$ cat src/rtl/alu_arbiter_if.sv
// Request/response, shared-ALU and status signals of the two-requester ALU arbiter.
interface alu_arbiter_if;
  logic        req0_valid, req1_valid;
  logic        req0_ready, req1_ready;
  logic [2:0]  req0_op,    req1_op;
  logic [31:0] req0_a,     req0_b;
  logic [31:0] req1_a,     req1_b;
  logic        rsp0_valid, rsp1_valid;
  logic [31:0] rsp0_r,     rsp1_r;
  logic        rsp0_z,     rsp1_z;
  logic [31:0] alu_a,      alu_b;
  logic [2:0]  alu_op;
  logic [31:0] alu_r;
  logic        alu_z;
  logic        busy;

  // Environment side: requesters and the shared ALU.
  modport master (
    output req0_valid, req1_valid, req0_op, req1_op,
           req0_a, req0_b, req1_a, req1_b, alu_r, alu_z,
    input  req0_ready, req1_ready, rsp0_valid, rsp1_valid,
           rsp0_r, rsp1_r, rsp0_z, rsp1_z, alu_a, alu_b, alu_op, busy
  );

  // Arbiter side.
  modport slave (
    input  req0_valid, req1_valid, req0_op, req1_op,
           req0_a, req0_b, req1_a, req1_b, alu_r, alu_z,
    output req0_ready, req1_ready, rsp0_valid, rsp1_valid,
           rsp0_r, rsp1_r, rsp0_z, rsp1_z, alu_a, alu_b, alu_op, busy
  );
endinterface

$ cat src/rtl/alu_arbiter.sv
// Round-robin arbiter sharing one combinational ALU between two requesters;
// multiply holds the operands for MUL_LAT cycles, everything else for one.
module alu_arbiter #(
  parameter int unsigned MUL_LAT = 3
) (
  input  logic         clk,
  input  logic         rst_n,
  alu_arbiter_if.slave bus
);
  localparam int unsigned CNT_W = 4;
  localparam int unsigned DW    = 32;
  localparam logic [2:0]  OP_MUL = 3'b100;

  typedef enum logic [1:0] {IDLE, EXEC, DONE} state_e;

  state_e           state_q, state_d;
  logic [CNT_W-1:0] cnt_q,   cnt_d;
  logic [2:0]       op_q,    op_d;
  logic [DW-1:0]    a_q,     a_d;
  logic [DW-1:0]    b_q,     b_d;
  logic             id_q,    id_d;
  logic             last_q,  last_d;
  logic [DW-1:0]    r_q,     r_d;
  logic             z_q,     z_d;

  logic             grant_c;
  logic             ready0_c, ready1_c;
  logic [2:0]       sel_op_c;

  // Tie goes to whoever was not served last; a lone requester always wins.
  always_comb begin
    grant_c = 1'b0;
    if (bus.req0_valid && bus.req1_valid) grant_c = ~last_q;
    else if (bus.req1_valid)              grant_c = 1'b1;
  end

  assign ready0_c = rst_n && (state_q == IDLE) && bus.req0_valid && !grant_c;
  assign ready1_c = rst_n && (state_q == IDLE) && bus.req1_valid &&  grant_c;
  assign sel_op_c = grant_c ? bus.req1_op : bus.req0_op;

  always_comb begin
    state_d = state_q;
    cnt_d   = cnt_q;
    op_d    = op_q;
    a_d     = a_q;
    b_d     = b_q;
    id_d    = id_q;
    last_d  = last_q;
    r_d     = r_q;
    z_d     = z_q;
    unique case (state_q)
      IDLE: begin
        if (ready0_c || ready1_c) begin
          state_d = EXEC;
          op_d    = sel_op_c;
          a_d     = grant_c ? bus.req1_a : bus.req0_a;
          b_d     = grant_c ? bus.req1_b : bus.req0_b;
          id_d    = grant_c;
          last_d  = grant_c;
          cnt_d   = (sel_op_c == OP_MUL) ? CNT_W'(MUL_LAT - 1) : '0;
        end
      end
      EXEC: begin
        if (cnt_q == '0) begin
          state_d = DONE;
          r_d     = bus.alu_r;
          z_d     = bus.alu_z;
        end else begin
          cnt_d = cnt_q - CNT_W'(1);
        end
      end
      DONE:    state_d = IDLE;
      default: state_d = IDLE;
    endcase
  end

  always_ff @(posedge clk or negedge rst_n) begin
    if (!rst_n) begin
      state_q <= IDLE;
      cnt_q   <= '0;
      op_q    <= '0;
      a_q     <= '0;
      b_q     <= '0;
      id_q    <= 1'b0;
      last_q  <= 1'b1;
      r_q     <= '0;
      z_q     <= 1'b0;
    end else begin
      state_q <= state_d;
      cnt_q   <= cnt_d;
      op_q    <= op_d;
      a_q     <= a_d;
      b_q     <= b_d;
      id_q    <= id_d;
      last_q  <= last_d;
      r_q     <= r_d;
      z_q     <= z_d;
    end
  end

  // Outputs decode directly from registered state so reset clears them at once.
  assign bus.req0_ready = ready0_c;
  assign bus.req1_ready = ready1_c;
  assign bus.alu_op     = (state_q == EXEC) ? op_q : 3'b000;
  assign bus.alu_a      = (state_q == EXEC) ? a_q  : '0;
  assign bus.alu_b      = (state_q == EXEC) ? b_q  : '0;
  assign bus.rsp0_valid = (state_q == DONE) && !id_q;
  assign bus.rsp1_valid = (state_q == DONE) &&  id_q;
  assign bus.rsp0_r     = r_q;
  assign bus.rsp1_r     = r_q;
  assign bus.rsp0_z     = z_q;
  assign bus.rsp1_z     = z_q;
  assign bus.busy       = (state_q != IDLE);
endmodule

$ cat src/flat_wrapper.sv
// flat-port wrapper written by rule: the top's interface ports become plain ports
module alu_arbiter_flat 
#(
  parameter int unsigned MUL_LAT = 3
)
  (clk, rst_n, bus_req0_valid, bus_req1_valid, bus_req0_op, bus_req1_op, bus_req0_a, bus_req0_b, bus_req1_a, bus_req1_b, bus_alu_r, bus_alu_z, bus_req0_ready, bus_req1_ready, bus_rsp0_valid, bus_rsp1_valid, bus_rsp0_r, bus_rsp1_r, bus_rsp0_z, bus_rsp1_z, bus_alu_a, bus_alu_b, bus_alu_op, bus_busy);
  alu_arbiter_if bus_i ();
  input  logic clk;
  input  logic rst_n;
  input wire logic [$bits(bus_i.req0_valid)-1:0] bus_req0_valid;
  input wire logic [$bits(bus_i.req1_valid)-1:0] bus_req1_valid;
  input wire logic [$bits(bus_i.req0_op)-1:0] bus_req0_op;
  input wire logic [$bits(bus_i.req1_op)-1:0] bus_req1_op;
  input wire logic [$bits(bus_i.req0_a)-1:0] bus_req0_a;
  input wire logic [$bits(bus_i.req0_b)-1:0] bus_req0_b;
  input wire logic [$bits(bus_i.req1_a)-1:0] bus_req1_a;
  input wire logic [$bits(bus_i.req1_b)-1:0] bus_req1_b;
  input wire logic [$bits(bus_i.alu_r)-1:0] bus_alu_r;
  input wire logic [$bits(bus_i.alu_z)-1:0] bus_alu_z;
  output wire logic [$bits(bus_i.req0_ready)-1:0] bus_req0_ready;
  output wire logic [$bits(bus_i.req1_ready)-1:0] bus_req1_ready;
  output wire logic [$bits(bus_i.rsp0_valid)-1:0] bus_rsp0_valid;
  output wire logic [$bits(bus_i.rsp1_valid)-1:0] bus_rsp1_valid;
  output wire logic [$bits(bus_i.rsp0_r)-1:0] bus_rsp0_r;
  output wire logic [$bits(bus_i.rsp1_r)-1:0] bus_rsp1_r;
  output wire logic [$bits(bus_i.rsp0_z)-1:0] bus_rsp0_z;
  output wire logic [$bits(bus_i.rsp1_z)-1:0] bus_rsp1_z;
  output wire logic [$bits(bus_i.alu_a)-1:0] bus_alu_a;
  output wire logic [$bits(bus_i.alu_b)-1:0] bus_alu_b;
  output wire logic [$bits(bus_i.alu_op)-1:0] bus_alu_op;
  output wire logic [$bits(bus_i.busy)-1:0] bus_busy;
  assign bus_i.req0_valid = bus_req0_valid;
  assign bus_i.req1_valid = bus_req1_valid;
  assign bus_i.req0_op = bus_req0_op;
  assign bus_i.req1_op = bus_req1_op;
  assign bus_i.req0_a = bus_req0_a;
  assign bus_i.req0_b = bus_req0_b;
  assign bus_i.req1_a = bus_req1_a;
  assign bus_i.req1_b = bus_req1_b;
  assign bus_i.alu_r = bus_alu_r;
  assign bus_i.alu_z = bus_alu_z;
  assign bus_req0_ready = bus_i.req0_ready;
  assign bus_req1_ready = bus_i.req1_ready;
  assign bus_rsp0_valid = bus_i.rsp0_valid;
  assign bus_rsp1_valid = bus_i.rsp1_valid;
  assign bus_rsp0_r = bus_i.rsp0_r;
  assign bus_rsp1_r = bus_i.rsp1_r;
  assign bus_rsp0_z = bus_i.rsp0_z;
  assign bus_rsp1_z = bus_i.rsp1_z;
  assign bus_alu_a = bus_i.alu_a;
  assign bus_alu_b = bus_i.alu_b;
  assign bus_alu_op = bus_i.alu_op;
  assign bus_busy = bus_i.busy;
  alu_arbiter #(.MUL_LAT(MUL_LAT)) u_core (.clk(clk), .rst_n(rst_n), .bus(bus_i));
endmodule
$ cat config.mk
export PLATFORM = sky130hd
export DESIGN_NAME = alu_arbiter_flat
export DESIGN_NICKNAME = d
export VERILOG_FILES = /design/src/rtl/alu_arbiter_if.sv /design/src/rtl/alu_arbiter.sv /design/src/flat_wrapper.sv
export SDC_FILE = /design/constraint.sdc
export NUM_CORES = 1
export LEC_CHECK = 0
export CAP_MARGIN = 20
export CORE_ASPECT_RATIO = 1.2
export CORE_UTILIZATION = 27
export DETAILED_ROUTE_END_ITERATION = 10
export HOLD_SLACK_MARGIN = 0.12
export SLEW_MARGIN = 20
export SYNTH_ARGS = -nofsm -noshare
export SYNTH_HDL_FRONTEND = slang
export SYNTH_SLANG_ARGS = --single-unit
$ cat constraint.sdc
create_clock -name clk -period 2.9 [get_ports clk]
set_input_delay 0.29 -clock clk [delete_from_list [all_inputs] [get_ports clk]]
set_output_delay 0.29 -clock clk [all_outputs]
set_load 0.02 [all_outputs]
==> results.py, run 1 <==
metrics = {
    "status": {
        "status": "completed",
    },
    "grt": {
        "track_usage": 0.1532,
        "grt_pass1_vias": 4375,
        "antenna_found_initial": 0,
        "grt_max_degree": 115,
        "grt_pass1_wl_um": 24400,
        "overflow": 0,
    },
    "setup_path": {
        "path_class": "flip-flop to output port",
        "end_kind": "output port",
        "cpMaxStageDelayCell": "clkdlybuf4s50_1",
        "crit_path_cell_trace": "nor2b_4 > buf_12 > and2_1 > clkdlybuf4s50_1",
        "cp-endpoint": "bus_alu_op[2]",
        "slowest_delay_ps": 620,
        "worstPathArrival_ps": 2230,
        "critPathBufInv": 2,
        "cp_top_family": "buffers and inverters",
        "cp_num_cells": 4,
        "reg2reg_to": "u_core.bus.rsp0_r[4]",
        "rrSetupSlack_ps": 1030,
        "worstSetupStartpoint": "u_core.state_q[0]",
        "rr_startpoint": "u_core.cnt_q[0]",
        "r2r_cells": 6,
        "startpoint_type": "flip-flop",
        "crit_path_max_fanout": 29,
        "required_ps": 2610,
    },
    "cts": {
        "clock-sinks": 108,
        "cts_tree": "done",
        "clk_path_buf_depth": 2,
        "numCtsBuffers": 9,
        "h-tree-depth": 3,
        "root_buffer": "clkbuf_16",
        "clk_latency_ps": 360,
        "cts-resized-gates": 0,
        "clk_pin_slew_ps": 60,
    },
    "sta": {
        "tightestPinTransition_ps": 701.8,
        "slew_violations": 0,
        "min_period_ps": 2518,
        "fin_skew_ps": 14.98,
        "rsz0062_at_grt": "false",
        "slew_headroom": 0.5321,
        "period_share": 0.8682,
        "fin_ws_ps": 382.4,
        "setup_viol": 0,
        "max_freq_ghz": 0.3972,
        "tns_ps": 0,
        "hold_viol_final": 0,
        "hold_slack_ps": 512.2,
    },
    "synth": {
        "ys_seq_area_frac": 0.4963,
        "syn-cell-area_mm2": 0.005448,
        "synth_cells": 517,
        "synth.avg_cell_area_um2": 10.54,
        "synth_cell_type_count": 31,
        "ys_async_sr_fraction": 1.000,
        "yosys_most_used_dff": "dfrtp_1",
        "synth_fp_nets": 690,
        "synth_edf_count": 0,
        "ys.warnings.count": 0,
        "yosys_register_bits": 108,
    },
    "min_path": {
        "hold_path.class": "flip-flop to flip-flop",
        "min_from": "u_core.id_q",
    },
    "route": {
        "drc": 0,
        "wl_per_cell_um": 15.41,
        "drt-initial-drc-count": 113,
        "postRouteWirelength_um": 16130,
        "vias": 4399,
        "drt_pass1_iterations": 6,
        "ant_nets": 0,
        "avgViaCountPerCell": 4.202,
    },
    "place": {
        "port-buffer-count": 308,
        "place.gp.congestion": 0.7410,
        "hpwl_um": 12050,
        "place_ws_ps": 720.9,
    },
    "floorplan": {
        "die_h_um": 157.6,
        "start_util": 0.2767,
        "rows": 56,
        "fp.dieW_um": 131.7,
        "dieArea_mm2": 0.02075,
        "pin_count": 309,
        "coreArea_mm2": 0.01969,
    },
    "power": {
        "p_comb_frac": 0.592,
        "switching_share": 0.4020,
        "seqPwrFrac": 0.286,
        "p_sw_w": 0.003854,
        "clockPowerShare": 0.122,
        "p_total_w": 0.009587,
        "p_per_area_mw_per_mm2": 1084,
        "intPower_w": 0.005733,
        "p_leak_nw": 3.619,
        "vdd_drop_max_uv": 603.8,
    },
    "flow_run": {
        "maxCapViolations": 0,
    },
    "cells_and_area": {
        "area_growth_pct": 62.33,
        "diodes": 0,
        "drive_above_1_share": 0.08270,
        "final_net_count": 954,
    },
}
## layer usage
layer	up-vias	GRT usage	part of all wire
met5	-	0	0
met4	0	0.05039	0.015
met3	15	0.03586	0.053
met2	137	0.2691	0.52
met1	2014	0.1847	0.41
li1	2233	-	-
## cell usage after synthesis (5+ instances only)
cell type,count,area (um2)
buf_2,14,70.07
inv_1,5,18.77
nor2_1,73,274.0
clkbuf_1,7,26.28
dfrtp_1,107,2678
mux2_2,33,371.6
nand2_1,5,18.77
a21oi_1,68,340.3
and2_1,68,425.4
buf_4,44,330.3
mux2i_1,68,680.7
## state kept, by name, indices dropped and copies added (netlist names)
signal and flops:
u_core.a_q 32, u_core.b_q 32, u_core.bus.rsp0_r 32, u_core.cnt_q 4, u_core.op_q 3, u_core.state_q 2, u_core.bus.rsp0_z 1, u_core.id_q 1
u_core.last_q 1
## what timing repair did
action                    4_1_cts  5_1_grt
hold buffers                    1        0
hold endpoints to repair       55        0
buffers inserted                0        0
## final cells by class
| class | instances | area (um2) |
|---|---|---|
| Inverter | 5 | 18.77 |
| Tap cell | 261 | 326.6 |
| Multi-Input combinational cell | 338 | 2306 |
| Sequential cell | 108 | 2704 |
| Timing Repair Buffer | 319 | 3216 |
| Fill cell | 1871 | 10850 |
| Clock buffer | 10 | 229.0 |
| Clock inverter | 6 | 43.79 |
## worst register-to-register path, stage by stage (launching register included)
cell and delay, ps:
dfrtp_1 390, inv_1 110, ha_1 210, nor3b_1 340
nand2_2 80, buf_4 290, mux2_2 340
## worst min path at each step
stage / depth (start not counted) / slack [ps] / to
3_3_place_gp: 2 / 380 / u_core.id_q
4_1_cts: 1 / 520 / u_core.id_q
2_1_floorplan: 0 / -6 / u_core.a_q[0]
6_report: 1 / 510 / u_core.id_q
3_5_place_dp: 2 / 390 / u_core.id_q
5_1_grt: 2 / 530 / u_core.bus.rsp0_r[6]
## placed cells by master, fill, tap and decap left out, types with 2 or more instances in the layout
cell type	n
a21o_1	2
a21oi_1	68
and2_1	68
buf_12	4
buf_4	7
clkbuf_16	9
clkdlybuf4s50_1	307
clkinv_2	2
dfrtp_1	107
ha_1	2
inv_1	5
inv_6	3
mux2_2	33
mux2i_1	68
nand2_1	5
nor2_1	73
nor3b_1	2
o21ai_0	2
o22ai_1	2
## metrics by stage
step	util	instance area, um2	std cells
3_5_place_dp	0.4348	8561	1030
6_report	0.4492	8843	1047
2_1_floorplan	-	5448	517
5_1_grt	0.4492	8843	1047
3_3_place_gp	0.4348	8561	1030
4_1_cts	0.4492	8843	1047
## cells by family after synthesis
family,Yosys count,share of synthesized area
DFF,108,0.4963
and+or+nand+nor,158,0.1481
adders and majority gates,2,0.004593
muxes,101,0.1932
AOI/OAI and AO/OA,77,0.07396
buffers and inverters,71,0.08383
## power by group through the flow
stage,Clock (W),Sequential [W],Combinational (W)
3_3_place_gp,0,0.00277,0.00570
4_1_cts,0.00122,0.00275,0.00576
5_1_grt,0.00128,0.00286,0.00609
3_5_place_dp,0,0.00276,0.00575
6_report,0.00117,0.00274,0.00567
2_1_floorplan,0,0.00290,0.00318
No activity file was read; power rests on OpenSTA's default activity.
==> inputs of run 2 (changes only) <==
- GPL_ROUTABILITY_DRIVEN: default -> 0
==> results of run 2 <==
The final DEF is identical to that of run 1; final timing and power are the same.
==> inputs of run 3 (changes only) <==
- CTS_CLUSTER_DIAMETER: default -> 60
==> results of run 3 <==
The final DEF is identical to that of run 1; final timing and power are the same.
